File: src/rtl/var2_pkg.sv
// Shared types and constants for the truth-table scanner and its capture delay line.
package var2_pkg;

  localparam int unsigned VEC_W = 5;
  localparam int unsigned TT_W  = 32;
  localparam int unsigned CNT_W = 6;

  localparam logic [TT_W-1:0]  EXPECTED_TT = 32'hB0B0B000;
  localparam logic [VEC_W-1:0] VEC_MAX     = '1;
  localparam logic [CNT_W-1:0] ONES_MAX    = CNT_W'(TT_W);

  typedef enum logic [1:0] {
    StIdle,
    StDrive,
    StDrain,
    StDone
  } scan_state_e;

  // Index of the lowest set bit; 0 when no bit is set.
  function automatic logic [VEC_W-1:0] lowest_set(input logic [TT_W-1:0] v);
    logic [VEC_W-1:0] idx;
    idx = '0;
    for (int i = TT_W - 1; i >= 0; i--) begin
      if (v[i]) idx = VEC_W'(i);
    end
    return idx;
  endfunction

endpackage

File: src/rtl/tt_delay_line.sv
// Shift register carrying a valid flag and a vector index, so each result from the
// external evaluator can be matched to the vector that produced it.
module tt_delay_line #(
  parameter int unsigned Depth = 3,
  parameter int unsigned IdxW  = 5
) (
  input  logic            clk_i,
  input  logic            rst_i,
  input  logic            valid_i,
  input  logic [IdxW-1:0] idx_i,
  output logic            valid_o,
  output logic [IdxW-1:0] idx_o
);

  logic [Depth-1:0]           valid_q, valid_d;
  logic [Depth-1:0][IdxW-1:0] idx_q, idx_d;

  always_comb begin
    valid_d    = valid_q;
    idx_d      = idx_q;
    valid_d[0] = valid_i;
    idx_d[0]   = idx_i;
    for (int i = 1; i < Depth; i++) begin
      valid_d[i] = valid_q[i-1];
      idx_d[i]   = idx_q[i-1];
    end
  end

  always_ff @(posedge clk_i) begin
    if (rst_i) begin
      valid_q <= '0;
      idx_q   <= '0;
    end else begin
      valid_q <= valid_d;
      idx_q   <= idx_d;
    end
  end

  assign valid_o = valid_q[Depth-1];
  assign idx_o   = idx_q[Depth-1];

endmodule

File: src/rtl/tt_scanner.sv
// Sweeps a 5-input evaluator over all 32 vectors and captures its truth table.
// Define TT_SCAN_SELFCHECK_EN to compare the captured table against EXPECTED.
module tt_scanner
  import var2_pkg::*;
#(
  parameter int unsigned      LATENCY  = 2,
  parameter logic [TT_W-1:0]  EXPECTED = EXPECTED_TT
) (
  input  logic              clk,
  input  logic              rst,
  input  logic              start,
  output logic [VEC_W-1:0]  vec,
  input  logic              eval_out,
  output logic              busy,
  output logic              done,
  output logic [TT_W-1:0]   truth,
  output logic [CNT_W-1:0]  ones_cnt,
  output logic              match,
  output logic [VEC_W-1:0]  mismatch_idx
);

  scan_state_e       state_q, state_d;
  logic [VEC_W-1:0]  vec_q, vec_d;
  logic [TT_W-1:0]   truth_q, truth_d;
  logic [CNT_W-1:0]  ones_q, ones_d;

  logic              accept;
  logic              push_valid;
  logic              cap_valid;
  logic [VEC_W-1:0]  cap_idx;
  logic              last_cap;

  assign accept = (state_q == StIdle) && start;

  // A tag enters the delay line on the same edge its vector is driven onto vec.
  assign push_valid = accept || ((state_q == StDrive) && (vec_q != VEC_MAX));
  assign last_cap   = cap_valid && (cap_idx == VEC_MAX);

  tt_delay_line #(
    .Depth (LATENCY + 1),
    .IdxW  (VEC_W)
  ) u_delay (
    .clk_i   (clk),
    .rst_i   (rst),
    .valid_i (push_valid),
    .idx_i   (vec_d),
    .valid_o (cap_valid),
    .idx_o   (cap_idx)
  );

  always_comb begin
    state_d = state_q;
    vec_d   = vec_q;
    truth_d = truth_q;
    ones_d  = ones_q;

    unique case (state_q)
      StIdle: begin
        vec_d = '0;
        if (start) begin
          state_d = StDrive;
          truth_d = '0;
          ones_d  = '0;
        end
      end
      StDrive: begin
        if (vec_q == VEC_MAX) begin
          state_d = StDrain;
        end else begin
          vec_d = vec_q + VEC_W'(1);
        end
      end
      StDrain: begin
        if (last_cap) state_d = StDone;
      end
      StDone: begin
        state_d = StIdle;
        vec_d   = '0;
      end
      default: state_d = StIdle;
    endcase

    if (cap_valid) begin
      truth_d[cap_idx] = eval_out;
      if (eval_out && (ones_q != ONES_MAX)) ones_d = ones_q + CNT_W'(1);
    end
  end

  always_ff @(posedge clk) begin
    if (rst) begin
      state_q <= StIdle;
      vec_q   <= '0;
      truth_q <= '0;
      ones_q  <= '0;
    end else begin
      state_q <= state_d;
      vec_q   <= vec_d;
      truth_q <= truth_d;
      ones_q  <= ones_d;
    end
  end

`ifdef TT_SCAN_SELFCHECK_EN
  logic             match_q, match_d;
  logic [VEC_W-1:0] midx_q, midx_d;

  // Verdict is taken from the table as it stands after the final capture.
  always_comb begin
    match_d = match_q;
    midx_d  = midx_q;
    if (accept) begin
      match_d = 1'b0;
      midx_d  = '0;
    end else if (last_cap) begin
      match_d = (truth_d == EXPECTED);
      midx_d  = lowest_set(truth_d ^ EXPECTED);
    end
  end

  always_ff @(posedge clk) begin
    if (rst) begin
      match_q <= 1'b0;
      midx_q  <= '0;
    end else begin
      match_q <= match_d;
      midx_q  <= midx_d;
    end
  end

  assign match        = match_q;
  assign mismatch_idx = midx_q;
`else
  logic unused_expected;
  assign unused_expected = ^EXPECTED;
  assign match           = 1'b0;
  assign mismatch_idx    = '0;
`endif

  assign vec      = vec_q;
  assign busy     = (state_q == StDrive) || (state_q == StDrain);
  assign done     = (state_q == StDone);
  assign truth    = truth_q;
  assign ones_cnt = ones_q;

endmodule

File: config.mk
export PLATFORM = sky130hd
export DESIGN_NAME = tt_scanner
export DESIGN_NICKNAME = d
export VERILOG_FILES = /design/src/rtl/var2_pkg.sv /design/src/rtl/tt_delay_line.sv /design/src/rtl/tt_scanner.sv
export SDC_FILE = /design/constraint.sdc
export NUM_CORES = 1
export LEC_CHECK = 0
export CAP_MARGIN = 20
export CELL_PAD_IN_SITES_DETAIL_PLACEMENT = 1
export CELL_PAD_IN_SITES_GLOBAL_PLACEMENT = 1
export CORE_MARGIN = 2
export CORE_UTILIZATION = 35
export CTS_CLUSTER_SIZE = 10
export DETAILED_ROUTE_END_ITERATION = 8
export PLACE_DENSITY_LB_ADDON = 0.1
export SYNTH_ARGS = -nofsm -noshare
export SYNTH_HDL_FRONTEND = slang
export SYNTH_HIERARCHICAL = 1
export SYNTH_SLANG_ARGS = --single-unit
File: constraint.sdc
create_clock -name clk -period 3.5 [get_ports clk]
set_input_delay 0.7 -clock clk [delete_from_list [all_inputs] [get_ports clk]]
set_output_delay 0.7 -clock clk [all_outputs]
set_load 0.005 [all_outputs]
# Yosys cells after proc, flatten, opt, wreduce, memory -nomap -nowiden
# Cells that the tools add are included.
# W data, S select, Z words.
dict set report totals {
  reg_bits 58
  in_bits 4
  output_inout_bits 51
  elab_cells 50
}
dict set report classes {
  add_sub_neg 2
  magnitude_cmp 2
  eq_ne 11
  n_mux 16
  reduce_logical 12
}
# operator count
set ops {}
lappend ops {{$mux W32} 3}
lappend ops {{$bwmux W32} 1}
lappend ops {{$mux W6} 4}
lappend ops {{$eq A5 B5 Y1 const B} 2}
lappend ops {{$pmux W5 S2} 1}
lappend ops {{$pmux W2 S4} 1}
lappend ops {{$add A6 B1 Y6 const B} 1}
lappend ops {{$lt A5 B6 Y1 const B} 1}
lappend ops {{$mux W2} 3}
lappend ops {{$ne A2 B2 Y1 const B} 3}
lappend ops {{$ne A6 B6 Y1 const B} 1}
lappend ops {{$add A5 B1 Y5 const B} 1}
lappend ops {{$demux W1 S5} 1}
lappend ops {{$ge A5 B1 Y1 const B} 1}
lappend ops {{$logic_and A1 B1 Y1} 5}
lappend ops {{$mux W5} 1}
lappend ops {{$ne A5 B5 Y1 const B} 1}
lappend ops {{$eq A2 B2 Y1 const B} 2}
lappend ops {{$reduce_and A3 Y1} 1}
lappend ops {{$eq A2 B1 Y1 const B} 1}
lappend ops {{$logic_not A2 Y1} 1}
lappend ops {{$logic_or A1 B1 Y1} 2}
lappend ops {{$ne A2 B1 Y1 const B} 1}
lappend ops {{$reduce_and A2 Y1} 1}
lappend ops {{other kinds (3)} 3}

# Depth between registers and ports, before layout
dict set report logic_depth {
  depth_word 6
  mapped_depth 7
  mapped_depth_nobuf 6
}

# Modules after synthesis
# The synthesis kept the hierarchy.
# module instances cells_each area_each_um2 seq_area_each_um2
set by_module_without_submodules {}
lappend by_module_without_submodules {tt_scanner 1 280 2296.0 900.9}
lappend by_module_without_submodules {tt_delay_line 1 37 489.2 360.3}

# Least setup slack after synthesis
# Ideal clock, no wire load.
dict set report synth_path {
  path_type {input -> register}
  from {in eval_out}
  to {reg ones_q[5] (netlist: ones_cnt[5])}
  setup_time_ns 0.070
  arrival_ns 1.488
  required_ns 3.430
  path_slack_ns 1.942
  path_stages 5
  path_buffers 1
  path_cell_list {buf_2 -> and2_1 -> nand3_1 -> or3_1 -> a21oi_1}
}
dict set report synth_via {
  elab_chain_cells 3
}
# element line
set synth_rtl {}
lappend synth_rtl {{from (decl)} tt_scanner.sv:13} ;# input logic eval_out,
lappend synth_rtl {{$logic_and A1 B1 Y1} tt_scanner.sv:85} ;# if (eval_out && (ones_q != ONES_MAX)) ones_d = ones_q + CNT_W'(1);
lappend synth_rtl {{$mux W6} tt_scanner.sv:85}
lappend synth_rtl {{$mux W6} tt_scanner.sv:83} ;# if (cap_valid) begin
lappend synth_rtl {{to (signal assigned)} tt_scanner.sv:99} ;# ones_q <= ones_d;
lappend synth_rtl {{to (decl)} tt_scanner.sv:25} ;# logic [CNT_W-1:0] ones_q, ones_d;
# Every way passes these cells.
# A chain may end at the register's enable or synchronous reset.

# Worst setup path in the final report
dict set report layout_path {
  from {reg state_q[0]}
  to {out busy}
}
dict set report layout_via {
  elab_chain_cells 2
  elab_cells_between_ends 3
  classes_between {eq/ne: 2; reduce/logical: 1}
}
# element line
set layout_rtl {}
lappend layout_rtl {{from (decl)} tt_scanner.sv:22} ;# scan_state_e state_q, state_d;
lappend layout_rtl {{from (signal assigned)} tt_scanner.sv:91} ;# state_q <= StIdle;
lappend layout_rtl {{from (signal assigned)} tt_scanner.sv:96} ;# state_q <= state_d;
lappend layout_rtl {{$eq A2 B1 Y1 or $eq A2 B2 Y1 (tied branches)} tt_scanner.sv:140} ;# assign busy = (state_q == StDrive) || (state_q == StDrain);
lappend layout_rtl {{$logic_or A1 B1 Y1 (*)} tt_scanner.sv:140}
lappend layout_rtl {{to (decl)} tt_scanner.sv:14} ;# output logic busy,
# Every way passes the cells marked *; elsewhere a longest branch is shown, timed or not.

==> run summary <==
Most frequent cells in the layout -> 63 x dfxtp_1, 53 x nand3_1, 47 x clkdlybuf4s50_1
HPWL Detailed -> 4590 um
Switching share of power -> 0.284
Postcts setup bufs -> 0
Area leader, netlist -> dfxtp_1
Busiest grt layer -> met2
Via count -> 2412
Most common cell after layout, fill and taps aside -> dfxtp_1
Place WS -> 1.03 ns
Synth warnings -> 6
Fin crit share -> 0.674
WP buf/inv -> 2
First-pass detailed-route iteration total -> 4
R2r worst-path depth -> 6
TNS Setup -> 0 ns
Met2 Use GR -> 0.273
Critical Path RT -> 2.80 ns
Resize count post-CTS -> 0
Final slew viol count -> 0
LEAKAGE -> 1.21 nW
Setup slack after layout -> 1.14 ns
Crit path max fanout -> 4
Sequential area share after synthesis -> 0.453
Vias/cell -> 5.21
Status -> finished clean
Htree depth -> 3
Max-Cap Viols -> 0
RSZ-0062 raised after global routing -> false
Hold WC Path Type -> reg2reg
Async SR Flop Fraction -> 0
Avg Synthesized Cell Area -> 8.79 um^2
Grt met1 use -> 0.236
Clk_skew -> 0.0124 ns
Synth area leaders -> dfxtp_1 45%, nand3_1 9.5%, a21oi_1 7.7%, o211ai_1 5.9%, ha_1 3.6%
Clk pwr share -> 0.401
First-pass GRT wire length -> 12000 um
CTS buffer count -> 9
Library cells used by synthesis -> 39
Antenna Cells -> 0
Post-route ant nets -> 0
Register area -> 0.00126 mm^2
Port Buf Inserts -> 48
Synthesized area -> 0.00279 mm^2
CP Launch Type -> flip-flop
CP Data Arrival Time -> 1.66 ns
Hold Crit Depth -> 1
Sink Count -> 63
TritonCTS clock tree -> yes
Layout cell share with drive strength beyond 1 -> 0.0831
Slew margin rel. -> 0.551
Clk_lat worst skew -> 0.35 ns
Logic gate share of total power -> 0.172
DR DRC count -> 0
Worst path max stage delay -> 0.50 ns
Total grt overflow -> 0
Top-area cell type share of the netlist area -> 0.453
Crit Path Class -> reg2out
Flop pwr share -> 0.427
Drt wl/cell -> 15.2 um
Filler cells -> 893
Root Buffer -> clkbuf_8
Final WL -> 7020 um
Final setup fails -> 0
Overall Global Routing Usage -> 0.177
Initial antenna violation count -> 0
Final worst path period need -> 2.36 ns
First-iteration detailed-routing DRC count -> 84
Top_reg_cell synth -> dfxtp_1
Clk buf depth -> 2
P&R area growth vs syn -> 26.3%
Worst-path clk slew -> 0.08 ns
Pwr Density -> 514 mW/mm^2
Die Y -> 93.2 um
Register bit count reported by yosys -> 63
Ports -> 55
EDFF count, synth -> 0
Internal Power -> 1.29 mW
Core area -> 0.00773 mm^2
Gate count of the mapped netlist -> 317
Layout Utilization -> 0.455
Footprint of the multi-input gates -> 0.00137 mm^2
Max Clk Rate -> 424 MHz
Slowest-stage cell, CP -> clkdlybuf4s50_1
Final GP Congestion -> 0.737
Critical Path, Cell by Cell -> inv_1 > ha_1 > clkdlybuf4s50_1
M3 GR Usage -> 0.0379
Vias in the first global route -> 2360
Starting density of the core -> 0.360
Die Wd -> 93.2 um
Final nets -> 368
Full die area -> 0.00869 mm^2
Worst path depth -> 3
Maximum vdd ir drop -> 0.277 mV
Cell family with most CP delay -> buffers and inverters
FP Rows -> 32
Least-Margin Pin Slew -> 0.674 ns
Largest net degree at the start of global routing -> 41
Final hold vios -> 0
CP endpoint kind -> output port
Hold-fix buffers at CTS -> 0
Switch Pwr -> 0.515 mW
==> stage by stage <==
step           hold slack (ns)  power (mW)  instances  cell area (um^2)
6_report                 0.423        1.81        463              3520
5_1_grt                  0.453        1.92        463              3520
4_1_cts                  0.427        1.84        463              3520
3_5_place_dp             0.423        1.10        447              3290
3_3_place_gp             0.413        1.10        447              3290
2_1_floorplan            0.411        1.01        322              2800
==> routing by layer <==
metal  vias to the layer above  part of all wire
met2                        50              0.46
met5                         -                 0
met1                      1145              0.49
li1                       1209                 -
met3                         8             0.034
met4                         0             0.014
==> final timing paths <==
check	startpoint	end	slack (ns)
max	state_q[0]	busy	1.14
min	u_delay/valid_q[1]	u_delay/valid_q[2]	0.42
max reg2reg	state_q[0]	vec[0]	1.79
min reg2reg	u_delay/valid_q[1]	u_delay/valid_q[2]	0.42
==> cells in the mapped netlist (2+ instances only) <==
master and n:
clkbuf_1 11, o211ai_1 22, a21oi_1 43, and2b_1 7, inv_1 5, a31o_2 2
and3b_1 5, buf_2 9, ha_1 8, nand2_1 18, nor3b_2 3, buf_4 8
nor2_1 4, nand4_1 3, a31oi_1 3, and3_1 3, nor3_1 5, nor2b_1 16
dfxtp_1 63, nand3_1 53, or3_1 2, a22o_1 3, nand3b_1 5
==> cell type report <==
class                      instances  share of cell area
tap                              102              0.0363
multi-input combinational        225               0.391
timing repair buffer              52               0.144
sequential                        63               0.359
clock inverter                     6              0.0263
clock buffer                      10              0.0391
inverter                           5             0.00534
==> registers in the layout, indices dropped and copies added (netlist names) <==
name / count
truth: 32
u_delay/idx_o: 5
u_delay/valid_q: 3
u_delay/idx_d: 10
ones_cnt: 6
state_q: 2
vec: 5
==> cells by family after synthesis <==
logic type,Yosys count,synth area share
AOI/OAI and AO/OA,79,0.177
adders and majority gates,8,0.0359
buffers and inverters,34,0.0606
DFF,63,0.453
muxes,1,0.00404
other,1,0.00135
and+or+nand+nor,131,0.269
==> power by group through the flow <==
stage	Sequential, mW	Combinational [mW]	Clock [mW]
floorplan	0.781	0.227	0
global placement	0.789	0.310	0
detailed placement	0.790	0.313	0
CTS	0.773	0.317	0.745
global route	0.777	0.360	0.782
finish	0.773	0.311	0.726
(Power assumes the default switching activity.)
